===== config.mk =====
export PLATFORM = sky130hd
export DESIGN_NAME = fetch_stage
export DESIGN_NICKNAME = d
export VERILOG_FILES = /design/src/rtl/fetch_stage.sv
export SDC_FILE = /design/constraint.sdc
export NUM_CORES = 1
export LEC_CHECK = 0
export CAP_MARGIN = 5
export CORE_ASPECT_RATIO = 0.7
export CORE_UTILIZATION = 54
export DETAILED_ROUTE_END_ITERATION = 7
export PLACE_DENSITY = 0.86
export SETUP_SLACK_MARGIN = 0.1
export SYNTH_ARGS = -nofsm -noshare
export SYNTH_HDL_FRONTEND = slang
export SYNTH_SLANG_ARGS = --single-unit

===== constraint.sdc =====
create_clock -name clk -period 7.65 [get_ports clk]
set_clock_uncertainty 0.2 [all_clocks]
set_input_delay 1.53 -clock clk [delete_from_list [all_inputs] [get_ports clk]]
set_output_delay 1.53 -clock clk [all_outputs]
set_load 0.05 [all_outputs]

===== src/rtl/fetch_stage.sv =====
// fetch_stage
// Instruction-fetch stage plus the IF/ID pipeline register of a 5-stage MIPS
// pipeline. It owns the PC and issues one outstanding request at a time on a
// req/ready instruction-memory port. If the front end is stalled when the
// response arrives, the word is parked in a buffer. Redirects resolved in
// decode squash wrong-path fetches, including a response that is still in
// flight.
//
// Ports
//   clk, rst            pipeline clock, synchronous active-high reset
//   stallF, stallD      hazard-unit stalls of fetch / decode
//   pcsrcD, pcbranchD   taken branch in decode and its target
//   jumpD, pcjumpD      jump in decode and its target (jump has priority)
//   inst_req/addr       memory request; addr is stable until inst_ready
//   inst_ready/rdata    memory response (may arrive in the request cycle)
//   instrD, pcD, pcplus4D, validD   IF/ID register (validD=0 is a bubble)
//
// state | meaning
// IDLE  | first cycle after reset, no request outstanding
// FETCH | request to addr_q outstanding
// KILL  | wrong-path request in flight; its response will be discarded
// BUF   | response captured in buf_q while the front end is held

module fetch_stage #(
   parameter logic [31:0] RESET_PC = 32'h0000_0000
) (
   input  logic        clk,
   input  logic        rst,
   input  logic        stallF,
   input  logic        stallD,
   input  logic        pcsrcD,
   input  logic [31:0] pcbranchD,
   input  logic        jumpD,
   input  logic [31:0] pcjumpD,
   output logic        inst_req,
   output logic [31:0] inst_addr,
   input  logic        inst_ready,
   input  logic [31:0] inst_rdata,
   output logic [31:0] instrD,
   output logic [31:0] pcD,
   output logic [31:0] pcplus4D,
   output logic        validD
);

   typedef enum logic [1:0] {IDLE, FETCH, KILL, BUF} state_t;

   state_t      state;
   logic [31:0] pc_f;
   logic [31:0] addr_q;
   logic [31:0] buf_q;
   logic        req_q;

   logic        hold;
   logic        redirect;
   logic [31:0] target;
   logic [31:0] addr_plus4;
   logic        deliver;
   logic [31:0] deliver_data;

   assign hold       = stallF | stallD;
   // Only a real instruction in decode may redirect, and only when decode
   // is actually advancing.
   assign redirect   = (jumpD | pcsrcD) & validD & ~stallD;
   assign target     = jumpD ? pcjumpD : pcbranchD;
   assign addr_plus4 = addr_q + 32'd4;

   assign inst_req   = req_q;
   assign inst_addr  = addr_q;

   always_comb begin
      deliver      = 1'b0;
      deliver_data = buf_q;
      case (state)
         FETCH: begin
            if (inst_ready && !redirect && !hold) begin
               deliver      = 1'b1;
               deliver_data = inst_rdata;
            end
         end
         BUF: begin
            if (!redirect && !hold) begin
               deliver      = 1'b1;
               deliver_data = buf_q;
            end
         end
         default: begin
            deliver      = 1'b0;
            deliver_data = buf_q;
         end
      endcase
   end

   always_ff @(posedge clk) begin
      if (rst) begin
         state    <= IDLE;
         pc_f     <= RESET_PC;
         addr_q   <= RESET_PC;
         buf_q    <= 32'd0;
         req_q    <= 1'b0;
         instrD   <= 32'd0;
         pcD      <= 32'd0;
         pcplus4D <= 32'd0;
         validD   <= 1'b0;
      end else begin
         case (state)
            IDLE: begin
               addr_q <= pc_f;
               req_q  <= 1'b1;
               state  <= FETCH;
            end
            FETCH: begin
               if (redirect) begin
                  pc_f <= target;
                  if (inst_ready) begin
                     // Response arrived with the redirect: drop it and
                     // issue the target right away.
                     addr_q <= target;
                  end else begin
                     // Address must stay stable until the memory answers.
                     state <= KILL;
                  end
               end else if (inst_ready) begin
                  if (!hold) begin
                     pc_f   <= addr_plus4;
                     addr_q <= addr_plus4;
                  end else begin
                     buf_q <= inst_rdata;
                     req_q <= 1'b0;
                     state <= BUF;
                  end
               end
            end
            KILL: begin
               if (redirect) begin
                  pc_f <= target;
               end
               if (inst_ready) begin
                  addr_q <= redirect ? target : pc_f;
                  state  <= FETCH;
               end
            end
            BUF: begin
               if (redirect) begin
                  pc_f   <= target;
                  addr_q <= target;
                  req_q  <= 1'b1;
                  state  <= FETCH;
               end else if (!hold) begin
                  pc_f   <= addr_plus4;
                  addr_q <= addr_plus4;
                  req_q  <= 1'b1;
                  state  <= FETCH;
               end
            end
            default: begin
               req_q <= 1'b0;
               state <= IDLE;
            end
         endcase

         // IF/ID: hold under decode stall, otherwise load the delivered
         // instruction or a bubble (bubbles keep the old PC fields).
         if (!(stallD && !redirect)) begin
            if (deliver) begin
               instrD   <= deliver_data;
               pcD      <= addr_q;
               pcplus4D <= addr_plus4;
               validD   <= 1'b1;
            end else begin
               instrD <= 32'd0;
               validD <= 1'b0;
            end
         end
      end
   end

endmodule


# Word level (Yosys, flattened, before mapping)

Cells that the tools add are included.

Register bits after elaboration: 196
Input port bits: 103
Output and inout bits: 130
Word-level logic and storage cells: 78

Add/sub/neg operators: 1
Eq/ne operators: 11
Muxes and demuxes: 35
Bitwise logic cells: 7
Reduce and logical (&&, ||, !) cells: 15

Operators by type and width:

| kind                  | number |
|---|---|
| $mux 32               | 15 |
| $pmux 32 s4           | 1 |
| $pmux 32 s3           | 1 |
| $add 32x3->32 const B | 1 |
| $mux 2                | 7 |
| $ne 3x3->1 const B    | 4 |
| $reduce_and 5->1      | 2 |
| $mux 1                | 8 |
| $ne 2x2->1 const B    | 4 |
| $pmux 2 s4            | 1 |
| $reduce_and 2->1      | 3 |
| $reduce_bool 3->1     | 2 |
| $eq 2x2->1 const B    | 2 |
| $logic_and 1x1->1     | 4 |
| $reduce_and 4->1      | 1 |
| $not 1->1             | 3 |
| $pmux 1 s3            | 1 |
| $and 1x1->1           | 2 |
| $eq 2x1->1 const B    | 1 |
| $logic_not 1->1       | 2 |
| $logic_not 2->1       | 1 |
| $or 1x1->1            | 2 |
| $pmux 1 s2            | 1 |

# Logic depth before layout (Yosys ltp)

Depth after elaboration: 9
Depth in mapped cells: 9
Depth with buffers taken out: 7

# Least setup slack after synthesis

No wires, ideal clock.

Path kind: input-to-reg
From: input pcsrcD
To: register pc_f[18]
Library setup time: 95 ps
Data arrival time: 3058 ps
Data required time: 7355 ps
Setup slack: 4297 ps
Stages on the path: 7
Cells stage by stage: or2_2 clkbuf_1 nand2_1 clkbuf_1 clkbuf_1 o311ai_0 a221oi_1

Longest elaborated chain between the ends: 5
Elaborated cells on any way between the ends: 9
Those cells by class: 1 x eq/ne; 4 x mux; 3 x bitwise; 1 x reduce/logical

Ends and longest elaborated chain:

| element                                         | RTL line | text |
|---|---|---|
| from (decl)                                     | 31       | `input logic pcsrcD,` |
| $or 1x1->1 *                                    | 63       | `assign redirect = (jumpD \| pcsrcD) & validD & ~stallD;` |
| $and 1x1->1 * (2 in series)                     | 63       |  |
| $mux 32, or another cell as far along           | 143      | `if (redirect) begin` |
| $pmux 32 s3 or $reduce_and 2->1 (tied branches) | --       |  |
| to (signal assigned)                            | 113      | `pc_f <= target;` |
| to (signal assigned)                            | 144      | `pc_f <= target;` |
| to (signal assigned)                            | 149      | `pc_f <= addr_plus4;` |
| to (decl)                                       | 48       | `logic [31:0] pc_f;` |

Every way passes the cells marked *; elsewhere a longest branch is shown, timed or not.
A chain may end at the register's enable or synchronous reset.

# Final worst setup path

From: input pcsrcD
To: register pcplus4D[6]

Longest elaborated chain between the ends: 9
Elaborated cells on any way between the ends: 13
Those cells by class: 3 x mux; 4 x bitwise; 6 x reduce/logical

Ends and longest elaborated chain:

| element                         | RTL line    | text |
|---|---|---|
| $or 1x1->1 *                    | 63          |  |
| $and 1x1->1 * (2 in series)     | 63          |  |
| $logic_not 1->1 *               | 75, 81, 163 |  |
| $logic_and 1x1->1 (2 in series) | 75          | `if (inst_ready && !redirect && !hold) begin` |
| $mux 1                          | 75          |  |
| $pmux 1 s2                      | 73          | `case (state)` |
| $reduce_and 2->1 (no line) *    | --          |  |
| to (signal assigned)            | 167         | `pcplus4D <= addr_plus4;` |
| to (decl)                       | 41          | `output logic [31:0] pcplus4D,` |

Marks and branches as above.

==> results by group <==
Clock network
  – Clk root buf: clkbuf_16
  – Clk pin slew, worst setup/hold paths: 0.08 ns
  – Post-CTS setup repair buffer count: 0
  – H-tree Lvls: 4
  – Clock latency on the worst-skew pair: 0.44 ns
  – Post_cts resized: 0
  – CTS max path bufs: 2
  – Inserted Clock Buffers: 17
  – CTS tree: built
  – Hold_buf cts: 0
  – Clock sink count: 194

Global routing
  – First-pass GRT wire length: 51000 um
  – Number of global-route vias before repair: 9497
  – Largest net degree at the start of global routing: 111
  – Initial antenna violation count: 0
  – GRT overflow: 0
  – GRT Util Overall: 34.9%

Final layout
  – Layout cells sized above 1: 8.09%
  – Area growth syn-to-layout: 30.1%
  – Non-Filler Instances: 1627
  – Fin nets: 1491
  – Register area: 3880 sq um
  – Multi-input combinational cell area: 5450 sq um
  – Antenna diode count: 0
  – Fillers: 1335

Timing
  – Slew Limit Fails: 0
  – Setup tns final: 0 ns
  – Tightest Pin Transition: 1.22 ns
  – Final Hold Fails: 0
  – Peak Freq: 195 MHz
  – RSZ-0062 raised after global routing: false
  – Final worst-path cycle share: 67.0%
  – Final hold slack: 0.252 ns
  – Min cycle time layout: 5.13 ns
  – Setup-failing EPs final: 0
  – Relative slew slack: 18.0%

Place
  – Hpwl dp: 22200 um
  – Placed Cells: 1595
  – GP Congestion: 0.934
  – Port buffer count: 232

Die
  – Core area: 17500 sq um
  – Die area: 18700 sq um
  – Num ports: 233
  – Starting Density: 56.1%
  – Die Y: 115 um
  – Row count: 40
  – Die W: 163 um

Power and ir drop
  – Static leakage: 4.39 nW
  – VDD IR max: 0.000140 V
  – PwrDens: 229 nW/um^2

Worst setup path
  – CP Max Fanout: 110
  – Arr. time, crit path: 5.26 ns
  – CP Class: primary input to flop
  – Worst Path Required: 7.78 ns
  – Setup crit start kind: primary input
  – CP Capture Type: flop

Logic synthesis
  – Post-synth top flop: dfxtp_1
  – Count of different cell masters after synthesis: 73
  – Synth top area cells: dfxtp_1, nand2_1, a21oi_1, nor2_1, mux2_2
  – Most common library cells after synthesis: dfxtp_1, nand2_1, nor2_1, a21oi_1, clkbuf_1
  – Cell area after synthesis: 9790 sq um
  – Most common cell in the netlist: dfxtp_1
  – Post-synth net total: 1335
  – Mean post-synth cell area: 7.98 sq um
  – Synth top area share: 39.7%
  – Ys async rst share: 0%
  – Yosys reg bits: 194
  – Mapped Cells: 1227
  – Number of flops mapped to enable cells by yosys: 0
  – Synth warn: 0
  – Sequential share of the synthesized area: 39.7%
  – Cell taking the most area after synthesis: dfxtp_1

Drt
  – Vias per cell: 6.40
  – WL/cell: 20.4 um
  – Initial drt markers: 1544
  – Detail Route Antenna Nets: 0
  – Via count: 10400
  – DR pass1 iterations: 7
  – Routed WL: 33200 um
  – # DRC: 0

Run
  – Max-Cap Viols: 0

Hold path
  – Worst Hold Class: flop to flop

Run status
  – Status: finished, final reports clean
cell families after synthesis:
family | Yosys count | synth area share, %
xor+xnor | 16 | 1.43
flops | 194 | 39.7
fa+ha+maj | 5 | 0.639
compound gates | 387 | 26.2
mux | 61 | 6.76
simple gates | 441 | 20.3
buf+inv | 123 | 4.98
per-layer routing:
layer	GRT usage [%]	share of wire, %	vias to the layer above
met5	0	0	-
met4	12.4	2.8	0
met3	12.1	14	103
met2	51.2	42	743
met1	47.3	41	4786
li1	-	-	4783
placed cells by master (no fill, tap or decap), types with 5 or more instances in the layout:
cell type and count:
o211a_1 5, clkbuf_16 17, or3_1 6, nor4_1 6, nor2_1 127, buf_4 17
xnor2_1 6, inv_8 5, nand2b_1 7, xor2_1 10, and4_1 5, a211oi_1 27
inv_1 11, dfxtp_1 194, a21oi_1 113, nand2_1 170, a311oi_1 11, o21a_1 13
a21o_1 8, clkdlybuf4s50_1 230, o211ai_1 16, o311ai_0 9, mux2_2 41, nor3_1 43
nor2b_1 6, o22ai_1 6, nand4_1 13, a22oi_1 37, o21ai_0 65, mux2i_1 20
a221oi_1 7, a31oi_1 11, ha_1 5, o32ai_1 8, nand3_1 30
stage by stage:
step | utilization (%) | worst slack [ns] | area [sq um] | total power [W]
6_report | 72.9 | 2.52 | 12700 | 0.00292
2_1_floorplan | - | 4.30 | 9790 | 0.00166
3_3_place_gp | 69.3 | 2.42 | 12100 | 0.00192
5_1_grt | 72.9 | 2.23 | 12700 | 0.00300
4_1_cts | 72.9 | 2.62 | 12700 | 0.00289
3_5_place_dp | 69.3 | 2.28 | 12100 | 0.00193
report_power, final:
| group | leakage (nW) | internal, W | switching (W) | total, W |
|---|---|---|---|---|
| Clock | 0.314 | 0.000534 | 0.000444 | 0.000979 |
| Sequential | 1.58 | 0.00108 | 0.000109 | 0.00119 |
| Combinational | 2.50 | 0.000271 | 0.000473 | 0.000744 |
| Total | 4.39 | 0.00189 | 0.00103 | 0.00292 |
flip-flops by register name, indices dropped and copies added (netlist names):
name / count
buf_q: 32
inst_addr: 32
inst_req: 1
instrD: 32
pcD: 32
pc_f: 32
pcplus4D: 30
state: 2
validD: 1
worst max-delay path: stages:
cell	delay (ns)
clkdlybuf4s50_1	0.64
o21ai_0	0.57
nand4_1	0.83
nand2_4	1.22
nor2_1	0.13
a211oi_1	0.30
final cells by class:
| cell class | count | share of cell area (%) |
|---|---|---|
| clock buffers | 17 | 3.34 |
| clock inverters | 15 | 1.71 |
| inverters | 12 | 0.354 |
| multi-input cells | 910 | 42.7 |
| flip-flops and latches | 194 | 30.5 |
| well taps | 231 | 2.27 |
| repair buffers | 248 | 19.1 |
path summary, 6_finish.rpt:
check	start	endpoint	slack, ns	depth (start not counted)
max	pcsrcD	pcplus4D[6]	2.52	6
min	pcD[3]	pcD[3]	0.25	2
max reg2reg	state[0]	pcplus4D[6]	3.79	5
min reg2reg	pcD[3]	pcD[3]	0.25	2
Power figures use the tool's default switching activity.
